**config.mk**
```make
export PLATFORM = sky130hd
export DESIGN_NAME = theta_column_parity_flat
export DESIGN_NICKNAME = d
export VERILOG_FILES = /design/src/rtl/theta_column_parity_if.sv /design/src/rtl/theta_column_parity.sv /design/src/flat_wrapper.sv
export SDC_FILE = /design/constraint.sdc
export NUM_CORES = 2
export LEC_CHECK = 0
export ABC_AREA = 1
export BUFFER_PORTS_ARGS = -buffer_cell sky130_fd_sc_hd__buf_2
export CAP_MARGIN = 20
export CORE_MARGIN = 2
export CORE_UTILIZATION = 65
export DETAILED_ROUTE_END_ITERATION = 16
export GPL_TIMING_DRIVEN = 0
export PLACE_DENSITY = 0.83
export SYNTH_ARGS = -nofsm -noshare
export SYNTH_HDL_FRONTEND = slang
export SYNTH_SLANG_ARGS = --single-unit
```
**constraint.sdc**
```tcl
create_clock -name clk -period 33.9 [get_ports clk]
set_clock_uncertainty 0.2 [all_clocks]
set_input_delay 3.39 -clock clk [delete_from_list [all_inputs] [get_ports clk]]
set_output_delay 3.39 -clock clk [all_outputs]
set_load 0.02 [all_outputs]
```
**src/rtl/theta_column_parity_if.sv**
```systemverilog
// Bus between the round controller / shared state RAM and the theta stage.
// "slave" is the theta block's view: it answers start with ready and masters
// the RAM strobes. "master" is the controller/RAM side of the same signals.
interface theta_column_parity_if #(
  parameter int W = 64
);
  logic         start;
  logic         ready;
  logic [4:0]   mem_addr;
  logic         mem_rd;
  logic [W-1:0] mem_rdata;
  logic         mem_wr;
  logic [W-1:0] mem_wdata;

  modport master (
    output start,
    output mem_rdata,
    input  ready,
    input  mem_addr,
    input  mem_rd,
    input  mem_wr,
    input  mem_wdata
  );

  modport slave (
    input  start,
    input  mem_rdata,
    output ready,
    output mem_addr,
    output mem_rd,
    output mem_wr,
    output mem_wdata
  );
endinterface

```
**src/rtl/theta_column_parity.sv**
```systemverilog
// Theta (column parity) stage of the encoder round.
// Phase 1 streams lanes 0..24 out of the state RAM and folds each into its
// column parity C[x]. Phase 2 forms D[x] from neighbouring columns and
// rewrites every lane as A ^ D[x] with read/write pairs, lanes in order.
// Optional build macro THETA_DBG_EN adds dbg_c (the five column parities)
// and dbg_done (one-cycle pulse after the final write).
module theta_column_parity #(
  parameter int W = 64
) (
  input  logic                 clk,
  input  logic                 rst,
  theta_column_parity_if.slave bus
`ifdef THETA_DBG_EN
  ,
  output logic [5*W-1:0]       dbg_c,
  output logic                 dbg_done
`endif
);

  localparam logic [2:0] IDLE  = 3'd0;
  localparam logic [2:0] RD    = 3'd1;
  localparam logic [2:0] DRAIN = 3'd2;
  localparam logic [2:0] CALC  = 3'd3;
  localparam logic [2:0] URD   = 3'd4;
  localparam logic [2:0] UWR   = 3'd5;

  localparam logic [4:0] LAST_LANE = 5'd24;
  localparam logic [2:0] LAST_COL  = 3'd4;

  logic [2:0]   state_q, state_d;
  logic [4:0]   laneIdx_q, laneIdx_d;
  logic [2:0]   colIdx_q, colIdx_d;
  logic [2:0]   prevCol_q;
  logic [W-1:0] colPar_q [5];
  logic [W-1:0] thetaD_q [5];
  logic         ready_q;
  logic         rdStrobe;
  logic         wrStrobe;
  logic         accumulate;
  logic [2:0]   colNext;

  function automatic logic [W-1:0] rotl1(input logic [W-1:0] v);
    return {v[W-2:0], v[W-1]};
  endfunction

  assign colNext    = (colIdx_q == LAST_COL) ? 3'd0 : colIdx_q + 3'd1;
  assign rdStrobe   = (state_q == RD) || (state_q == URD);
  assign wrStrobe   = (state_q == UWR);
  // Read data lags the strobe by a cycle, so lane k-1 lands during RD k>0
  // and the last lane lands during DRAIN.
  assign accumulate = ((state_q == RD) && (laneIdx_q != 5'd0)) || (state_q == DRAIN);

  // Sequencer: lane index k and its column k mod 5 advance together.
  always_comb begin
    state_d   = state_q;
    laneIdx_d = laneIdx_q;
    colIdx_d  = colIdx_q;
    case (state_q)
      IDLE: begin
        if (bus.start) begin
          state_d   = RD;
          laneIdx_d = 5'd0;
          colIdx_d  = 3'd0;
        end
      end
      RD: begin
        if (laneIdx_q == LAST_LANE) begin
          state_d = DRAIN;
        end else begin
          laneIdx_d = laneIdx_q + 5'd1;
          colIdx_d  = colNext;
        end
      end
      DRAIN: begin
        state_d = CALC;
      end
      CALC: begin
        state_d   = URD;
        laneIdx_d = 5'd0;
        colIdx_d  = 3'd0;
      end
      URD: begin
        state_d = UWR;
      end
      UWR: begin
        if (laneIdx_q == LAST_LANE) begin
          state_d = IDLE;
        end else begin
          state_d   = URD;
          laneIdx_d = laneIdx_q + 5'd1;
          colIdx_d  = colNext;
        end
      end
      default: begin
        state_d = IDLE;
      end
    endcase
  end

  // State, lane and column registers.
  always_ff @(posedge clk or posedge rst) begin
    if (rst) begin
      state_q   <= IDLE;
      laneIdx_q <= '0;
      colIdx_q  <= '0;
    end else begin
      state_q   <= state_d;
      laneIdx_q <= laneIdx_d;
      colIdx_q  <= colIdx_d;
    end
  end

  // Ready is the registered decode of the upcoming state, so it is high
  // exactly while the sequencer sits in IDLE.
  always_ff @(posedge clk or posedge rst) begin
    if (rst) begin
      ready_q <= 1'b1;
    end else begin
      ready_q <= (state_d == IDLE);
    end
  end

  // Column parity accumulation and D[x] formation.
  always_ff @(posedge clk or posedge rst) begin
    if (rst) begin
      for (int x = 0; x < 5; x++) begin
        colPar_q[x] <= '0;
        thetaD_q[x] <= '0;
      end
      prevCol_q <= '0;
    end else begin
      if ((state_q == IDLE) && bus.start) begin
        for (int x = 0; x < 5; x++) begin
          colPar_q[x] <= '0;
        end
      end else if (accumulate) begin
        colPar_q[prevCol_q] <= colPar_q[prevCol_q] ^ bus.mem_rdata;
      end
      if (state_q == RD) begin
        prevCol_q <= colIdx_q;
      end
      if (state_q == CALC) begin
        thetaD_q[0] <= colPar_q[4] ^ rotl1(colPar_q[1]);
        thetaD_q[1] <= colPar_q[0] ^ rotl1(colPar_q[2]);
        thetaD_q[2] <= colPar_q[1] ^ rotl1(colPar_q[3]);
        thetaD_q[3] <= colPar_q[2] ^ rotl1(colPar_q[4]);
        thetaD_q[4] <= colPar_q[3] ^ rotl1(colPar_q[0]);
      end
    end
  end

  assign bus.ready     = ready_q;
  assign bus.mem_rd    = rdStrobe;
  assign bus.mem_wr    = wrStrobe;
  assign bus.mem_addr  = (rdStrobe || wrStrobe) ? laneIdx_q : 5'd0;
  assign bus.mem_wdata = wrStrobe ? (bus.mem_rdata ^ thetaD_q[colIdx_q]) : '0;

`ifdef THETA_DBG_EN
  logic dbgDone_q;

  // Flags the cycle right after the final lane write.
  always_ff @(posedge clk or posedge rst) begin
    if (rst) begin
      dbgDone_q <= 1'b0;
    end else begin
      dbgDone_q <= (state_q == UWR) && (laneIdx_q == LAST_LANE);
    end
  end

  assign dbg_c    = {colPar_q[4], colPar_q[3], colPar_q[2], colPar_q[1], colPar_q[0]};
  assign dbg_done = dbgDone_q;
`endif

endmodule

```
**src/flat_wrapper.sv**
```systemverilog
// flat-port wrapper written by rule: the top's interface ports become plain ports
module theta_column_parity_flat 
#(
  parameter int W = 64
)
  (clk, rst, bus_start, bus_mem_rdata, bus_ready, bus_mem_addr, bus_mem_rd, bus_mem_wr, bus_mem_wdata);
  theta_column_parity_if #(.W(W)) bus_i ();
  input  logic clk;
  input  logic rst;
  input wire logic [$bits(bus_i.start)-1:0] bus_start;
  input wire logic [$bits(bus_i.mem_rdata)-1:0] bus_mem_rdata;
  output wire logic [$bits(bus_i.ready)-1:0] bus_ready;
  output wire logic [$bits(bus_i.mem_addr)-1:0] bus_mem_addr;
  output wire logic [$bits(bus_i.mem_rd)-1:0] bus_mem_rd;
  output wire logic [$bits(bus_i.mem_wr)-1:0] bus_mem_wr;
  output wire logic [$bits(bus_i.mem_wdata)-1:0] bus_mem_wdata;
  assign bus_i.start = bus_start;
  assign bus_i.mem_rdata = bus_mem_rdata;
  assign bus_ready = bus_i.ready;
  assign bus_mem_addr = bus_i.mem_addr;
  assign bus_mem_rd = bus_i.mem_rd;
  assign bus_mem_wr = bus_i.mem_wr;
  assign bus_mem_wdata = bus_i.mem_wdata;
  theta_column_parity #(.W(W)) u_core (.clk(clk), .rst(rst), .bus(bus_i));
endmodule
```
==> summary.md <==
| Metric | Value |
|---|---|
| Tmin final | `7.939 ns` |
| Worst R2R Path Depth | `7` |
| Critical path class | `primary input to output pin` |
| RSZ-0062 raised after global routing | `no` |
| CTS tree | `yes` |
| Multi-input gate area | `17020 µm²` |
| Bufs on Longest Clock Path | `3` |
| Synthesized-area fraction occupied by adder cells | `0.1427%` |
| DP Wirelength | `84810 µm` |
| Overall Power | `2.317 mW` |
| Reg area | `16390 µm²` |
| Number of global-route vias before repair | `33929` |
| Hold Path Sink | `u_core.thetaD_q[11]` |
| Area delta synth->final | `11.81%` |
| Pins Over Slew Limit | `0` |
| Total of max-cap violations | `0` |
| Yosys reg bits | `between 600 and 700` |
| TritonCTS Sinks | `655` |
| Sum Neg Setup Slack | `0 ns` |
| Clk pin slew, worst setup/hold paths | `approximately 0.060 ns` |
| CTS Hold Bufs | `0` |
| Crit path buf inv count | `3` |
| Post-synthesis sequential area ratio | `about 47%` |
| Root buf cell | `clkbuf_16` |
| Top_reg_cell synth | `dfrtp_1` |
| Simple-gate area share of the yosys netlist | `34.40%` |
| Total congestion overflow | `0` |
| DRT iter0 DRCs | `5437` |
| Cts repair resizes | `0` |
| Post-Syn Area | `35060 µm²` |
| First-pass GRT wire length | `around 190000 µm` |
| Mux cell area share after synthesis | `0%` |
| Mapped Nets | `~4700` |
| Commonest non-fill, non-tap cells in the layout | `2000 x nand2_1, 679 x nand3_1, 654 x dfrtp_1` |
| FILL cells | `4217` |
| Reg2Reg Capture Point | `u_core.colPar_q[211]` |
| Fraction of layout cells with a size suffix above 1 | `7.982%` |
| Maximum fanout along the worst path | `3` |
| Count of flip-flops with a built-in enable after synthesis | `0` |
| IO Port Bufs | `138` |
| Compound-Gate Fraction of Synth Area | `5.930%` |
| Sequence of cells on the critical path | `buf_2 > inv_1 > nand3_1 > nand2_1 > nor2_1 > buf_2` |
| Synth Area per Inst | `about 7.5 µm²` |
| CP top delay family | `simple AND/OR/NAND/NOR gates` |
| GP Congestion | `between 0.9 and 1` |
| Type of origin of the critical path | `primary input` |
| Worst hold path class | `flop to flop` |
| Die ar. | `~56000 µm²` |
| H-Tree Depth | `3` |
| Initial antenna violation count | `5` |
| Syn Inst Count | `4665` |
| RR Startpoint | `u_core.prevCol_q[0]` |
| DR DRC count | `0` |
| Starting density of the core | `65.42%` |
| Worst Path Required | `between 30 and 40 ns` |
| Clock latency on the worst-skew pair | `0.64 ns` |
| TritonCTS Buffers | `71` |
| CP max stage delay | `0.34 ns` |
| Post-synthesis xor/xnor area fraction | `8.068%` |
| LEAKAGE | `19.82 nW` |
| Final setup viols | `0` |
| Max stage delay cell, worst path | `nor2_1` |
| Max-slew headroom | `17.11%` |
| Crit path arrival time | `between 4 and 5 ns` |
| Hold Fails Final Rpt | `0` |
| Hold path startpoint | `u_core.thetaD_q[11]` |
| Drt pass-1 iters | `10` |
| Most common cell after layout, fill and taps aside | `nand2_1` |
| Fin util | `73.15%` |
| Final Cycle Share | `23.42%` |
| Antenna Nets Post-Route | `0` |
| Critical path capture point type | `output pin` |
| Die extent in x | `about 240 µm` |
| Synth async-reset ratio | `100.0%` |
| Core area | `53600 µm²` |
| FP Rows | `85` |
| Reg-to-reg slack, setup | `30.53 ns` |
| Total track usage | `45.83%` |
| Overall routed net length | `129100 µm` |
| Worst-Margin Slew | `1.243 ns` |
| Worst Hold Depth | `2` |
| DIE HEIGHT | `roughly 240 µm` |
| Warnings from Yosys | `0` |
| Pin count of the biggest net entering global routing | `approximately 130` |
| Vias per std cell | `6.387` |
| Max rail drop VDD | `0.04773 mV` |
| Nets | `4952` |
| Maximum operating frequency | `roughly 130 MHz` |
| Outcome | `completed` |
| I/O Pins | `139` |
| Netlist cell types | `29` |
| Drt wl/cell | `22.91 µm` |
| Largest family of logic cells by synthesized area | `simple AND/OR/NAND/NOR gates` |
| Final hold slack | `0.2836 ns` |
| Routed via count | `35986` |
| Cell Pwr Density | `59.11 nW/µm²` |
| Top cell by count, worst path | `buf_2` |
| Post-CTS setup repair buffer count | `0` |
worst min-delay path: stages, from the launching register on:
cell and delay, ns:
dfrtp_1 0.34, nand2_1 0.05, o21ai_0 0.06
metal layers:
layer	GRT usage, %	part of all wire, %	up-vias
li1	-	-	15526
met1	58.75	35	16772
met2	66.01	43	2887
met3	14.58	14	795
met4	32.59	8.3	6
met5	0	0.035	-
cell usage after synthesis (35+ instances only):
library cell | instances | share of area [%]
o21ai_0 | 332 | 4.7
nand2_1 | 2000 | 21
nor2_1 | 106 | 1.1
xnor2_1 | 320 | 8.0
a21oi_1 | 64 | 0.91
buf_2 | 82 | 1.2
dfrtp_1 | 654 | 47
buf_1 | 35 | 0.37
clkbuf_1 | 121 | 1.3
inv_1 | 103 | 1.1
nand4_1 | 101 | 1.8
nand3_1 | 679 | 9.7
registers in the layout, indices dropped and copies added (netlist names):
| register | count |
|---|---|
| u_core.laneIdx_q | 5 |
| u_core.bus.ready | 1 |
| u_core.thetaD_q | 320 |
| u_core.colIdx_q | 3 |
| u_core.prevCol_q | 3 |
| u_core.colPar_q | 320 |
| u_core.state_q | 3 |
metrics by stage:
stage,setup slack [ns],cells,cell area [µm²]
after detailed placement,26.03,5504,36770
after floorplan,11.96,4665,35060
after CTS,26.03,5632,39200
final,25.96,5634,39210
after global routing,25.91,5632,39200
after global placement,4.918,5499,36630
cell families (layout without fill, tap and decap cells):
kind of cell,count (synthesis),in the layout
compound gates,402,402
xor+xnor,323,323
fa+ha+maj,4,4
buf+inv,382,653
flops,655,655
other cells,0,2
simple gates,2899,2899
worst max-delay path by stage:
| stage | start | end | slack [ns] | depth (start not counted) |
|---|---|---|---|---|
| floorplan | rst | u_core.colIdx_q[0] | 11.96 | 1 |
| detailed placement | bus_mem_rdata[63] | bus_mem_wdata[63] | 26.03 | 6 |
| global placement | rst | u_core.colPar_q[111] | 4.92 | 2 |
| CTS | bus_mem_rdata[63] | bus_mem_wdata[63] | 26.03 | 6 |
| global route | bus_mem_rdata[24] | bus_mem_wdata[24] | 25.91 | 6 |
| finish | bus_mem_rdata[24] | bus_mem_wdata[24] | 25.96 | 6 |
final cells by class:
type / count / area share [%]
tap: 696 / 2.221
clock inverter: 17 / 0.5808
clock buffer: 111 / 5.620
inverter: 113 / 1.101
antenna: 2 / 0.01276
buffer: 269 / 3.134
timing repair buffer: 143 / 2.113
multi-input combinational: 3628 / 43.41
sequential: 655 / 41.81
where the power goes:
group          leakage, nW  switching (mW)  internal [mW]
Combinational         11.1           0.234          0.184
Sequential            7.54           0.150          0.930
Clock                 1.20           0.335          0.485
(Power assumes the default switching activity.)
